<file path="src/rtl/ts_chs_compl_mc_pkg.sv">
// Shared types for the multi-channel TX timestamp completion block.
package ts_chs_compl_mc_pkg;

    localparam int CPL_FP_W = 20;
    localparam int CPL_TS_W = 96;

    typedef enum logic [1:0] {
        CPL_OK  = 2'b00,
        CPL_TMO = 2'b01
    } cpl_status_e;

    typedef struct packed {
        logic [CPL_FP_W-1:0] fp;
        logic [CPL_TS_W-1:0] ts;
        cpl_status_e         status;
    } cpl_rec_t;

    typedef enum logic [1:0] {
        IDLE = 2'b00,
        WAIT = 2'b01,
        HOLD = 2'b10
    } ch_state_e;

    function automatic int rr_next(int idx, int n);
        return (idx + 1 >= n) ? 0 : idx + 1;
    endfunction

endpackage

</file>
<file path="src/rtl/ts_fp_fifo.sv">
// Per-channel pending fingerprint FIFO with head-of-queue age counter.
module ts_fp_fifo
    import ts_chs_compl_mc_pkg::*;
#(
    parameter int FP_W  = 20,
    parameter int DEPTH = 8,
    parameter int TMO_W = 16
) (
    input  logic             clk,
    input  logic             reset_n,
    input  logic             i_push,
    input  logic [FP_W-1:0]  i_fp,
    input  logic             i_pop,
    input  logic             i_age_en,
    output logic [FP_W-1:0]  o_head,
    output logic             o_empty,
    output logic             o_full,
    output logic             o_ovf,
    output logic [TMO_W-1:0] o_age
);

    localparam int AW = $clog2(DEPTH);
    localparam logic [AW:0] L_FULL = (AW + 1)'(DEPTH);

    logic [FP_W-1:0]  r_mem [DEPTH];
    logic [AW-1:0]    r_wp;
    logic [AW-1:0]    r_rp;
    logic [AW:0]      r_cnt;
    logic [AW:0]      w_cnt_nxt;
    logic             r_full;
    logic             r_ovf;
    logic [TMO_W-1:0] r_age;
    logic             w_push;
    logic             w_pop;

    // A pop in the same cycle frees the slot, so a push at full still lands.
    assign w_pop     = i_pop && (r_cnt != '0);
    assign w_push    = i_push && ((r_cnt != L_FULL) || w_pop);
    assign w_cnt_nxt = r_cnt + (AW + 1)'(w_push) - (AW + 1)'(w_pop);

    always_ff @(posedge clk) begin
        if (w_push) begin
            r_mem[r_wp] <= i_fp;
        end
    end

    always_ff @(posedge clk or negedge reset_n) begin
        if (!reset_n) begin
            r_wp   <= '0;
            r_rp   <= '0;
            r_cnt  <= '0;
            r_full <= 1'b0;
            r_ovf  <= 1'b0;
            r_age  <= '0;
        end else begin
            if (w_push) begin
                r_wp <= r_wp + 1'b1;
            end
            if (w_pop) begin
                r_rp <= r_rp + 1'b1;
            end
            r_cnt  <= w_cnt_nxt;
            r_full <= (w_cnt_nxt == L_FULL);
            if (i_push && !w_push) begin
                r_ovf <= 1'b1;
            end
            if (w_pop || !i_age_en) begin
                r_age <= '0;
            end else begin
                r_age <= r_age + 1'b1;
            end
        end
    end

    assign o_head  = r_mem[r_rp];
    assign o_empty = (r_cnt == '0);
    assign o_full  = r_full;
    assign o_ovf   = r_ovf;
    assign o_age   = r_age;

endmodule

</file>
<file path="src/rtl/ts_chs_compl_mc.sv">
// Multi-channel TX timestamp completion: per-channel match/timeout, RR output.
// Drop counters are built only when TS_CHS_COMPL_MC_STATS_EN is defined.
module ts_chs_compl_mc
    import ts_chs_compl_mc_pkg::*;
#(
    parameter int NUM_CH = 2,
    parameter int FP_W   = CPL_FP_W,
    parameter int TS_W   = CPL_TS_W,
    parameter int DEPTH  = 8,
    parameter int TMO_W  = 16,
    parameter int CNT_W  = 16,
    localparam int CH_W  = (NUM_CH > 1) ? $clog2(NUM_CH) : 1
) (
    input  logic                    clk,
    input  logic                    reset_n,
    input  logic [NUM_CH-1:0]       i_req_valid,
    input  logic [NUM_CH*FP_W-1:0]  i_req_fingerprint,
    output logic [NUM_CH-1:0]       o_req_full,
    input  logic [NUM_CH-1:0]       i_ts_valid,
    input  logic [NUM_CH*FP_W-1:0]  i_ts_fingerprint,
    input  logic [NUM_CH*TS_W-1:0]  i_ts_data,
    input  logic [TMO_W-1:0]        i_tmo_cycles,
    output logic                    o_cpl_valid,
    input  logic                    i_cpl_ready,
    output logic [CH_W-1:0]         o_cpl_ch,
    output logic [FP_W-1:0]         o_cpl_fingerprint,
    output logic [TS_W-1:0]         o_cpl_data,
    output logic [1:0]              o_cpl_status,
    output logic [NUM_CH-1:0]       o_req_ovf,
    output logic [NUM_CH*CNT_W-1:0] o_drop_cnt
);

    if (FP_W != CPL_FP_W || TS_W != CPL_TS_W) begin : g_bad_width
        $error("cpl_rec_t widths do not match FP_W/TS_W");
    end

    logic [NUM_CH-1:0] w_hold;
    cpl_rec_t          w_slot [NUM_CH];
    logic              w_gvld;
    logic [CH_W-1:0]   w_gidx;
    logic [CH_W-1:0]   w_idx;
    logic              w_take;
    logic [CH_W-1:0]   r_ptr;
    logic              r_out_valid;
    logic [CH_W-1:0]   r_out_ch;
    cpl_rec_t          r_out;

    for (genvar c = 0; c < NUM_CH; c++) begin : g_ch
        ch_state_e        r_state;
        ch_state_e        w_state_nxt;
        cpl_rec_t         r_slot;
        logic [FP_W-1:0]  w_head;
        logic [FP_W-1:0]  w_ts_fp;
        logic [TMO_W-1:0] w_age;
        logic             w_empty;
        logic             w_hit;
        logic             w_tmo;
        logic             w_pop;
        logic             w_grant;

        assign w_ts_fp = i_ts_fingerprint[c*FP_W +: FP_W];
        assign w_hit   = i_ts_valid[c] && (r_state == WAIT)
                      && (w_ts_fp == w_head);
        assign w_tmo   = (r_state == WAIT) && (i_tmo_cycles != '0)
                      && (w_age == i_tmo_cycles - TMO_W'(1));
        assign w_pop   = w_hit || w_tmo;
        assign w_grant = w_take && (w_gidx == CH_W'(c));

        assign w_hold[c] = (r_state == HOLD);
        assign w_slot[c] = r_slot;

        ts_fp_fifo #(
            .FP_W  (FP_W),
            .DEPTH (DEPTH),
            .TMO_W (TMO_W)
        ) u_fifo (
            .clk      (clk),
            .reset_n  (reset_n),
            .i_push   (i_req_valid[c]),
            .i_fp     (i_req_fingerprint[c*FP_W +: FP_W]),
            .i_pop    (w_pop),
            .i_age_en (r_state == WAIT),
            .o_head   (w_head),
            .o_empty  (w_empty),
            .o_full   (o_req_full[c]),
            .o_ovf    (o_req_ovf[c]),
            .o_age    (w_age)
        );

        always_ff @(posedge clk or negedge reset_n) begin
            if (!reset_n) begin
                r_state <= IDLE;
            end else begin
                r_state <= w_state_nxt;
            end
        end

        always_comb begin
            w_state_nxt = r_state;
            unique case (r_state)
                IDLE: begin
                    if (i_req_valid[c]) begin
                        w_state_nxt = WAIT;
                    end
                end
                WAIT: begin
                    if (w_pop) begin
                        w_state_nxt = HOLD;
                    end
                end
                HOLD: begin
                    if (w_grant) begin
                        w_state_nxt = (!w_empty || i_req_valid[c]) ? WAIT : IDLE;
                    end
                end
                default: w_state_nxt = IDLE;
            endcase
        end

        // A match beats a timeout landing on the same cycle.
        always_ff @(posedge clk or negedge reset_n) begin
            if (!reset_n) begin
                r_slot <= '0;
            end else if (w_pop) begin
                r_slot.fp     <= w_head;
                r_slot.ts     <= w_hit ? i_ts_data[c*TS_W +: TS_W] : '0;
                r_slot.status <= w_hit ? CPL_OK : CPL_TMO;
            end
        end

`ifdef TS_CHS_COMPL_MC_STATS_EN
        logic [CNT_W-1:0] r_drop;
        logic             w_drop;

        assign w_drop = i_ts_valid[c] && !w_hit;

        always_ff @(posedge clk or negedge reset_n) begin
            if (!reset_n) begin
                r_drop <= '0;
            end else if (w_drop && (r_drop != '1)) begin
                r_drop <= r_drop + 1'b1;
            end
        end

        assign o_drop_cnt[c*CNT_W +: CNT_W] = r_drop;
`else
        assign o_drop_cnt[c*CNT_W +: CNT_W] = '0;
`endif
    end

    always_comb begin
        w_gvld = 1'b0;
        w_gidx = '0;
        w_idx  = '0;
        for (int k = 0; k < NUM_CH; k++) begin
            w_idx = CH_W'((int'(r_ptr) + k) % NUM_CH);
            if (!w_gvld && w_hold[w_idx]) begin
                w_gvld = 1'b1;
                w_gidx = w_idx;
            end
        end
    end

    assign w_take = w_gvld && (!r_out_valid || i_cpl_ready);

    always_ff @(posedge clk or negedge reset_n) begin
        if (!reset_n) begin
            r_ptr       <= '0;
            r_out_valid <= 1'b0;
            r_out_ch    <= '0;
            r_out       <= '0;
        end else begin
            if (w_take) begin
                r_ptr       <= CH_W'(rr_next(int'(w_gidx), NUM_CH));
                r_out_valid <= 1'b1;
                r_out_ch    <= w_gidx;
                r_out       <= w_slot[w_gidx];
            end else if (i_cpl_ready) begin
                r_out_valid <= 1'b0;
            end
        end
    end

    assign o_cpl_valid       = r_out_valid;
    assign o_cpl_ch          = r_out_ch;
    assign o_cpl_fingerprint = r_out.fp;
    assign o_cpl_data        = r_out.ts;
    assign o_cpl_status      = r_out.status;

endmodule

</file>
<file path="config.mk">
export PLATFORM = sky130hd
export DESIGN_NAME = ts_chs_compl_mc
export DESIGN_NICKNAME = d
export VERILOG_FILES = /design/src/rtl/ts_chs_compl_mc_pkg.sv /design/src/rtl/ts_fp_fifo.sv /design/src/rtl/ts_chs_compl_mc.sv
export SDC_FILE = /design/constraint.sdc
export NUM_CORES = 1
export LEC_CHECK = 0
export ABC_AREA = 1
export BUFFER_PORTS_ARGS = -buffer_cell sky130_fd_sc_hd__buf_2
export CAP_MARGIN = 20
export CORE_ASPECT_RATIO = 1.75
export CORE_MARGIN = 10
export CORE_UTILIZATION = 50
export DETAILED_ROUTE_END_ITERATION = 10
export PLACE_DENSITY = 0.71
export SYNTH_ARGS = -nofsm -noshare
export SYNTH_HDL_FRONTEND = slang
export SYNTH_SLANG_ARGS = --single-unit
</file>
<file path="constraint.sdc">
create_clock -name clk -period 4.25 [get_ports clk]
set_input_delay 1.0625 -clock clk [delete_from_list [all_inputs] [get_ports clk]]
set_output_delay 1.0625 -clock clk [all_outputs]
set_load 0.05 [all_outputs]
</file>
Word level (Yosys, flattened, before mapping)

Memories as Yosys holds them, arrays and structs flattened.
Cells that the tools add are included.

RAM bits: 320
Input port bits: 295
Bits in registers: 417
Word-level logic and storage cells: 144
Memories kept: 2

Memories:

| memory               | depth | width | read ports | clocked after memory_dff | wr ports | RTL line         | source |
|---|---|---|---|---|---|---|---|
| g_ch[0].u_fifo.r_mem | 8     | 20    | 1          | 0                        | 1        | ts_fp_fifo.sv:25 | `logic [FP_W-1:0] r_mem [DEPTH];` |
| g_ch[1].u_fifo.r_mem | 8     | 20    | 1          | 0                        | 1        | ts_fp_fifo.sv:25 |  |

Reduce and logical (&&, ||, !) cells: 45
$lt $le $gt $ge: 4
Multiplexer cells: 34
Bitwise logic cells: 2
Equal/unequal tests: 18
Add/subtract/negate cells: 13

Operator list:

| operator                                                                | number |
|---|---|
| 118-bit 2-to-1 mux                                                      | 3 |
| 96-bit 2-to-1 mux                                                       | 2 |
| 20-bit equality test                                                    | 2 |
| 16-bit by 1-bit adder with 16-bit output, second input constant         | 2 |
| 16-bit equality test                                                    | 2 |
| 16-bit 2-to-1 mux                                                       | 2 |
| 1-bit 2-to-1 mux                                                        | 19 |
| 1-bit logical AND                                                       | 18 |
| 16-bit nonzero test                                                     | 1 |
| 16-bit by 1-bit subtractor with 16-bit output, second input constant    | 1 |
| 3-bit by 1-bit adder with 3-bit output, second input constant           | 4 |
| 2-bit 2-to-1 mux                                                        | 6 |
| 2-bit one-hot mux with 3 select lines                                   | 2 |
| 1-bit logical OR                                                        | 9 |
| 4-bit by 1-bit adder with 4-bit output                                  | 2 |
| 4-bit equality test, second input constant                              | 2 |
| 1-bit zero test                                                         | 8 |
| 4-bit zero test                                                         | 2 |
| 2-bit by 1-bit inequality test with 1-bit output, second input constant | 4 |
| 4-bit inequality test, second input constant                            | 2 |
| 4-bit nonzero test                                                      | 2 |
| 4-bit by 1-bit subtractor with 4-bit output                             | 2 |
| 3-bit AND reduction                                                     | 2 |
| 2-bit by 1-bit equality test with 1-bit output, second input constant   | 2 |
| other kinds (10)                                                        | 15 |

Logic depth before layout (Yosys ltp)

Depth in word-level cells: 11
Gate-level depth with buffers: 26
Mapped depth without buffers: 24

Hierarchy

From an unflattened synthesis, not the netlist that was laid out.

Cells, all modules: 3274
Area total of the unflattened synthesis: 32479.9 um2

Modules (own cells, without submodules):

| module          | cells an instance | sequential area each (um2) | times used | area each (um2) |
|---|---|---|---|---|
| ts_chs_compl_mc | 1892              | 8958.6                     | 1          | 16709.8 |
| ts_fp_fifo      | 691               | 5505.3                     | 2          | 7885.1 |

Least setup slack after synthesis

No wires, ideal clock.

Path kind: input-to-reg
Start point: input port i_tmo_cycles[0]
End point: memory g_ch[1].u_fifo.r_mem[0][0] (enable)
Data arrival time: 3652 ps
Library setup time: 397 ps
Slack: 201 ps
Stages: 15
Cells stage by stage: inv_1 ha_1 inv_1 nor2_2 nand3_1 nand2_1 xor2_1 nand2_1 nor2_1 nand3_1 nand2_2 nand2_4 nand2_2 nand2_2 nor2_1

Longest elaborated chain between the ends: 9

RTL lines:

| item                                                                                 | RTL line                                     | source |
|---|---|---|
| start, declared                                                                      | ts_chs_compl_mc.sv:22                        | `input logic [TMO_W-1:0] i_tmo_cycles,` |
| 16-bit by 1-bit subtractor with 16-bit output or 16-bit nonzero test (tied branches) | ts_chs_compl_mc.sv:65, ts_chs_compl_mc.sv:64 |  |
| 16-bit equality test or 1-bit logical AND (tied branches)                            | ts_chs_compl_mc.sv:65, ts_chs_compl_mc.sv:64 |  |
| 1-bit logical AND (*)                                                                | ts_chs_compl_mc.sv:65                        | `&& (w_age == i_tmo_cycles - TMO_W'(1));` |
| 1-bit logical OR (*)                                                                 | ts_chs_compl_mc.sv:66                        | `assign w_pop = w_hit \|\| w_tmo;` |
| 1-bit logical AND (*)                                                                | ts_fp_fifo.sv:37                             | `assign w_pop = i_pop && (r_cnt != '0);` |
| 1-bit logical OR (*)                                                                 | ts_fp_fifo.sv:38                             | `assign w_push = i_push && ((r_cnt != L_FULL) \|\| w_pop);` |
| 1-bit logical AND (*)                                                                | ts_fp_fifo.sv:38                             |  |
| 1-bit 2-to-1 mux (*)                                                                 | ts_fp_fifo.sv:42                             | `if (w_push) begin` |
| 1-bit 2-to-1 mux (implied by the code) (*)                                           | ts_fp_fifo.sv:43                             | `r_mem[r_wp] <= i_fp;` |
| end, declared                                                                        | ts_fp_fifo.sv:25                             |  |

Every way passes the cells marked *; elsewhere a longest branch is shown, timed or not.

Worst setup path in the final report

Start point: register g_ch[1].u_fifo.r_rp[0]
End point: register g_ch[1].u_fifo.r_full

Longest elaborated chain between the ends: 10

RTL lines:

| item                                            | RTL line              | source |
|---|---|---|
| start, declared                                 | ts_fp_fifo.sv:27      | `logic [AW-1:0] r_rp;` |
| start signal, assigned                          | ts_fp_fifo.sv:60      | `r_rp <= r_rp + 1'b1;` |
| memory read 8 x 20 bit (*)                      | n/a                   |  |
| 20-bit equality test (*)                        | ts_chs_compl_mc.sv:63 | `&& (w_ts_fp == w_head);` |
| 1-bit logical AND (*)                           | ts_chs_compl_mc.sv:63 |  |
| 1-bit logical OR (*)                            | ts_chs_compl_mc.sv:66 |  |
| 1-bit logical AND (*)                           | ts_fp_fifo.sv:37      |  |
| named net g_ch[1].u_fifo.w_pop                  | ts_fp_fifo.sv:34      | `logic w_pop;` |
| 1-bit logical OR                                | ts_fp_fifo.sv:38      |  |
| 1-bit logical AND                               | ts_fp_fifo.sv:38      |  |
| 4-bit by 1-bit adder with 4-bit output          | ts_fp_fifo.sv:39      | `assign w_cnt_nxt = r_cnt + (AW + 1)'(w_push) - (AW + 1)'(w_pop);` |
| 4-bit by 1-bit subtractor with 4-bit output (*) | ts_fp_fifo.sv:39      |  |
| named net g_ch[1].u_fifo.w_cnt_nxt[1]           | ts_fp_fifo.sv:29      | `logic [AW:0] w_cnt_nxt;` |
| 4-bit equality test (*)                         | ts_fp_fifo.sv:63      | `r_full <= (w_cnt_nxt == L_FULL);` |
| end signal, assigned                            | ts_fp_fifo.sv:63      |  |
| end, declared                                   | ts_fp_fifo.sv:30      | `logic r_full;` |

Mark *: on every way through the listed nets, which the timed path passes. The rest lies on a longest branch.
A chain may end at the register's enable or synchronous reset.

==> metrics <==
run status=finished, final reports clean; GRT Util Overall=25.0%; Post-Synthesis Cells=3459; Slew @ Worst Pin=0.927 ns; fmax=265 MHz; Static Leak=19.4 nW; WL met3=8.40 mm; PD cells=500 nW/um2; fillcell total=5489; fin crit share=88.8%; crit path kind=reg2reg; Hold Crit Endpoint=g_ch[0].u_fifo.o_ovf$_DFFE_PN0P_; largest net degree at the start of global routing=98; Post-CTS Hold Buffers=0; Setup-failing EPs final=0; CTS max path bufs=3; Worst-Skew Late Latency=0.63 ns; Critical Path RT=4.78 ns; Pre-antenna DRT Iters=6; Final Net Count=4218; Die X=213 um; Clock Tree Root=clkbuf_16; RR Endpoint=g_ch[1].u_fifo.o_full$_DFF_PN0_; Slew Limit Fails=0; CTS resizes=0; share of the synthesized area in the top cell type=31.7%; row count=123; # DRC=0; Multi-input gate area=9240 um2; register area share after synthesis=61.2%; detailed placer's ending HPWL=67.9 mm; DRT Wirelength=96.8 mm; CTS tree=done; Initial Utilization=50.6%; CTS Buf Count=67; routed vias=25400; crit path launch type=flip-flop; total number of yosys warnings=0; vias per inst=5.32; RSZ-0062 raised after global routing=no; reg2reg setup slack=0.47 ns; M1 wire length=35.4 mm; R2R cell count=19; CP Capture Type=flip-flop; area of the core=64500 um2; Netlist Area Pre-Place=32600 um2; Buffers on Ports=417; Mapped Avg Cell Area=9.43 um2; post-layout util=59.5%; reg2reg start=g_ch[1].u_fifo.r_rp[0]$_DFFE_PN0P_; synthesized flop and latch total=734; maxcap violations=0; top cells by area, synth=dfrtp_1, edfxtp_1, nand2_1; GR Overflow Total=0; Worst EP arrival=4.31 ns; Hold/Removal Path Class=reg2reg; library cells used by synthesis=38; DR top layer=met5; antenna-violating nets left=0; die footprint=76300 um2; Iter 0 DRT Violations=2010; hold path startpoint=g_ch[0].u_fifo.o_ovf$_DFFE_PN0P_; Final Wtd Congestion=0.917; antenna violations before repair=20; met2 wire length=47.6 mm; proportion of layout cells with a drive suffix above 1=17.3%; clk_skew=0.0382 ns; peak supply drop=0.000383 V; final count of hold timing violations=0; IO Pins=451; max_slew headroom=38.2%; CTS H-tree depth=3; area leader, netlist=dfrtp_1; final hold slack=0.475 ns; Die Height=358 um; wire per inst=20.3 um; vias in the first global route=25100; CTS sink count=734; Post-CTS Setup Bufs=0; first-pass GRT wire length=145 mm; CP max FO=52; register area=20000 um2; synthesis-to-finish area growth=17.6%; clk slew on worst S/H paths=0.06 ns; post-layout min period=3.78 ns; hold depth=1
cell families after synthesis:
group | Yosys count | synth area share [%]
AO/OA/AOI/OAI | 391 | 7.97
XOR/XNOR | 22 | 0.590
adder cells (fa/ha/maj) | 22 | 0.890
buffers and inverters | 868 | 11.1
flip-flops | 734 | 61.2
other | 1 | 0.0115
AND/OR/NAND/NOR | 1421 | 18.3
final cells by class:
type                    instances  area share, %
clock buffers                  97           5.18
multi-input cells            1889           24.1
inverters                     678           6.65
flip-flops and latches        734           52.1
repair buffers                531           8.71
diodes                         14         0.0913
well taps                     812           2.65
clock inverters                22          0.610
how the worst max path moves through the flow:
stage	start	endpoint	slack (ns)	cells after the start
global route	g_ch[1].u_fifo.r_rp[0]$_DFFE_PN0P_	g_ch[1].u_fifo.o_full$_DFF_PN0_	0.24	21
global placement	i_tmo_cycles[0]	g_ch[1].u_fifo.o_full$_DFF_PN0_	-0.002	20
floorplan	i_tmo_cycles[0]	g_ch[1].u_fifo.r_mem[0][0]$_DFFE_PP_	0.20	15
CTS	g_ch[1].u_fifo.r_rp[0]$_DFFE_PN0P_	g_ch[1].u_fifo.o_full$_DFF_PN0_	0.50	21
detailed placement	i_tmo_cycles[1]	g_ch[1].u_fifo.o_full$_DFF_PN0_	-0.02	19
finish	g_ch[1].u_fifo.r_rp[0]$_DFFE_PN0P_	g_ch[1].u_fifo.o_full$_DFF_PN0_	0.47	19
state kept, by name, summed over array words and instances, names as in the netlist, 6 cells and up:
| signal | flops |
|---|---|
| g_ch.r_slot | 234 |
| g_ch.u_fifo.r_wp | 6 |
| g_ch.u_fifo.r_cnt | 8 |
| o_cpl_fingerprint | 20 |
| o_cpl_data | 96 |
| g_ch.u_fifo.r_rp | 6 |
| g_ch.u_fifo.o_age | 32 |
| g_ch.u_fifo.r_mem | 320 |
layer usage:
metal  up-vias  global-route usage [%]
li1      12000                       -
met1     12100                    28.5
met2      1054                    42.2
met3       239                    5.73
met4        12                    14.8
met5         -                       0
cells in the final DEF (no fill, tap or decap), types with 38 or more instances in the layout:
| cell | instances |
|---|---|
| nand2_1 | 861 |
| inv_1 | 670 |
| buf_2 | 416 |
| dfrtp_1 | 412 |
| edfxtp_1 | 320 |
| nand3_1 | 258 |
| nor2_1 | 196 |
| o22ai_1 | 192 |
| o221ai_1 | 97 |
| buf_4 | 83 |
| clkbuf_16 | 70 |
| a21oi_1 | 38 |
report_power, final:
part           leakage (nW)  internal [W]  switching, W  total (W)
clock                  1.08       0.00346       0.00267    0.00613
sequential             7.29       0.00836      0.000458    0.00881
combinational          11.0       0.00118       0.00306    0.00424
critical path, stage by stage (launching register included):
cell,delay [ns]
dfrtp_2,0.43
inv_2,0.09
buf_12,0.23
nand2_1,0.09
nand2_1,0.08
nand2_1,0.05
nand3_1,0.17
nand2_1,0.25
nand2_1,0.15
nand4_1,0.10
nor3_1,0.18
nand3_1,0.24
a21boi_0,0.25
ha_1,0.25
inv_1,0.06
ha_1,0.16
inv_1,0.06
fa_1,0.50
inv_1,0.06
nor4_1,0.26
through the flow:
step	area [um2]	worst slack, ns	cells	total power, W	setup TNS (ns)
3_3_place_gp	36100	-0.00204	4644	0.0131	-0.00204
4_1_cts	38300	0.501	4763	0.0193	0
5_1_grt	38400	0.236	4770	0.0200	0
6_report	38400	0.475	4777	0.0192	0
3_5_place_dp	36100	-0.0231	4644	0.0132	-0.0231
2_1_floorplan	32800	0.201	3491	0.0117	0
synth_stat cells, drive strengths merged:
cell	n
nand4	11
o32ai	1
ha	20
nor3b	3
conb	1
o22ai	192
nor2	214
nand3	262
xor2	17
a21boi	1
a21oi	38
dfrtp	414
xnor2	5
edfxtp	320
nand2	871
o21bai	2
o31ai	2
o221ai	97
inv	678
and3	1
o211ai	9
buf	127
nor4	5
clkbuf	63
o21ai	49
nand3b	30
nor3	24
fa	2
Note: power is estimated with default switching activity, not from simulation.
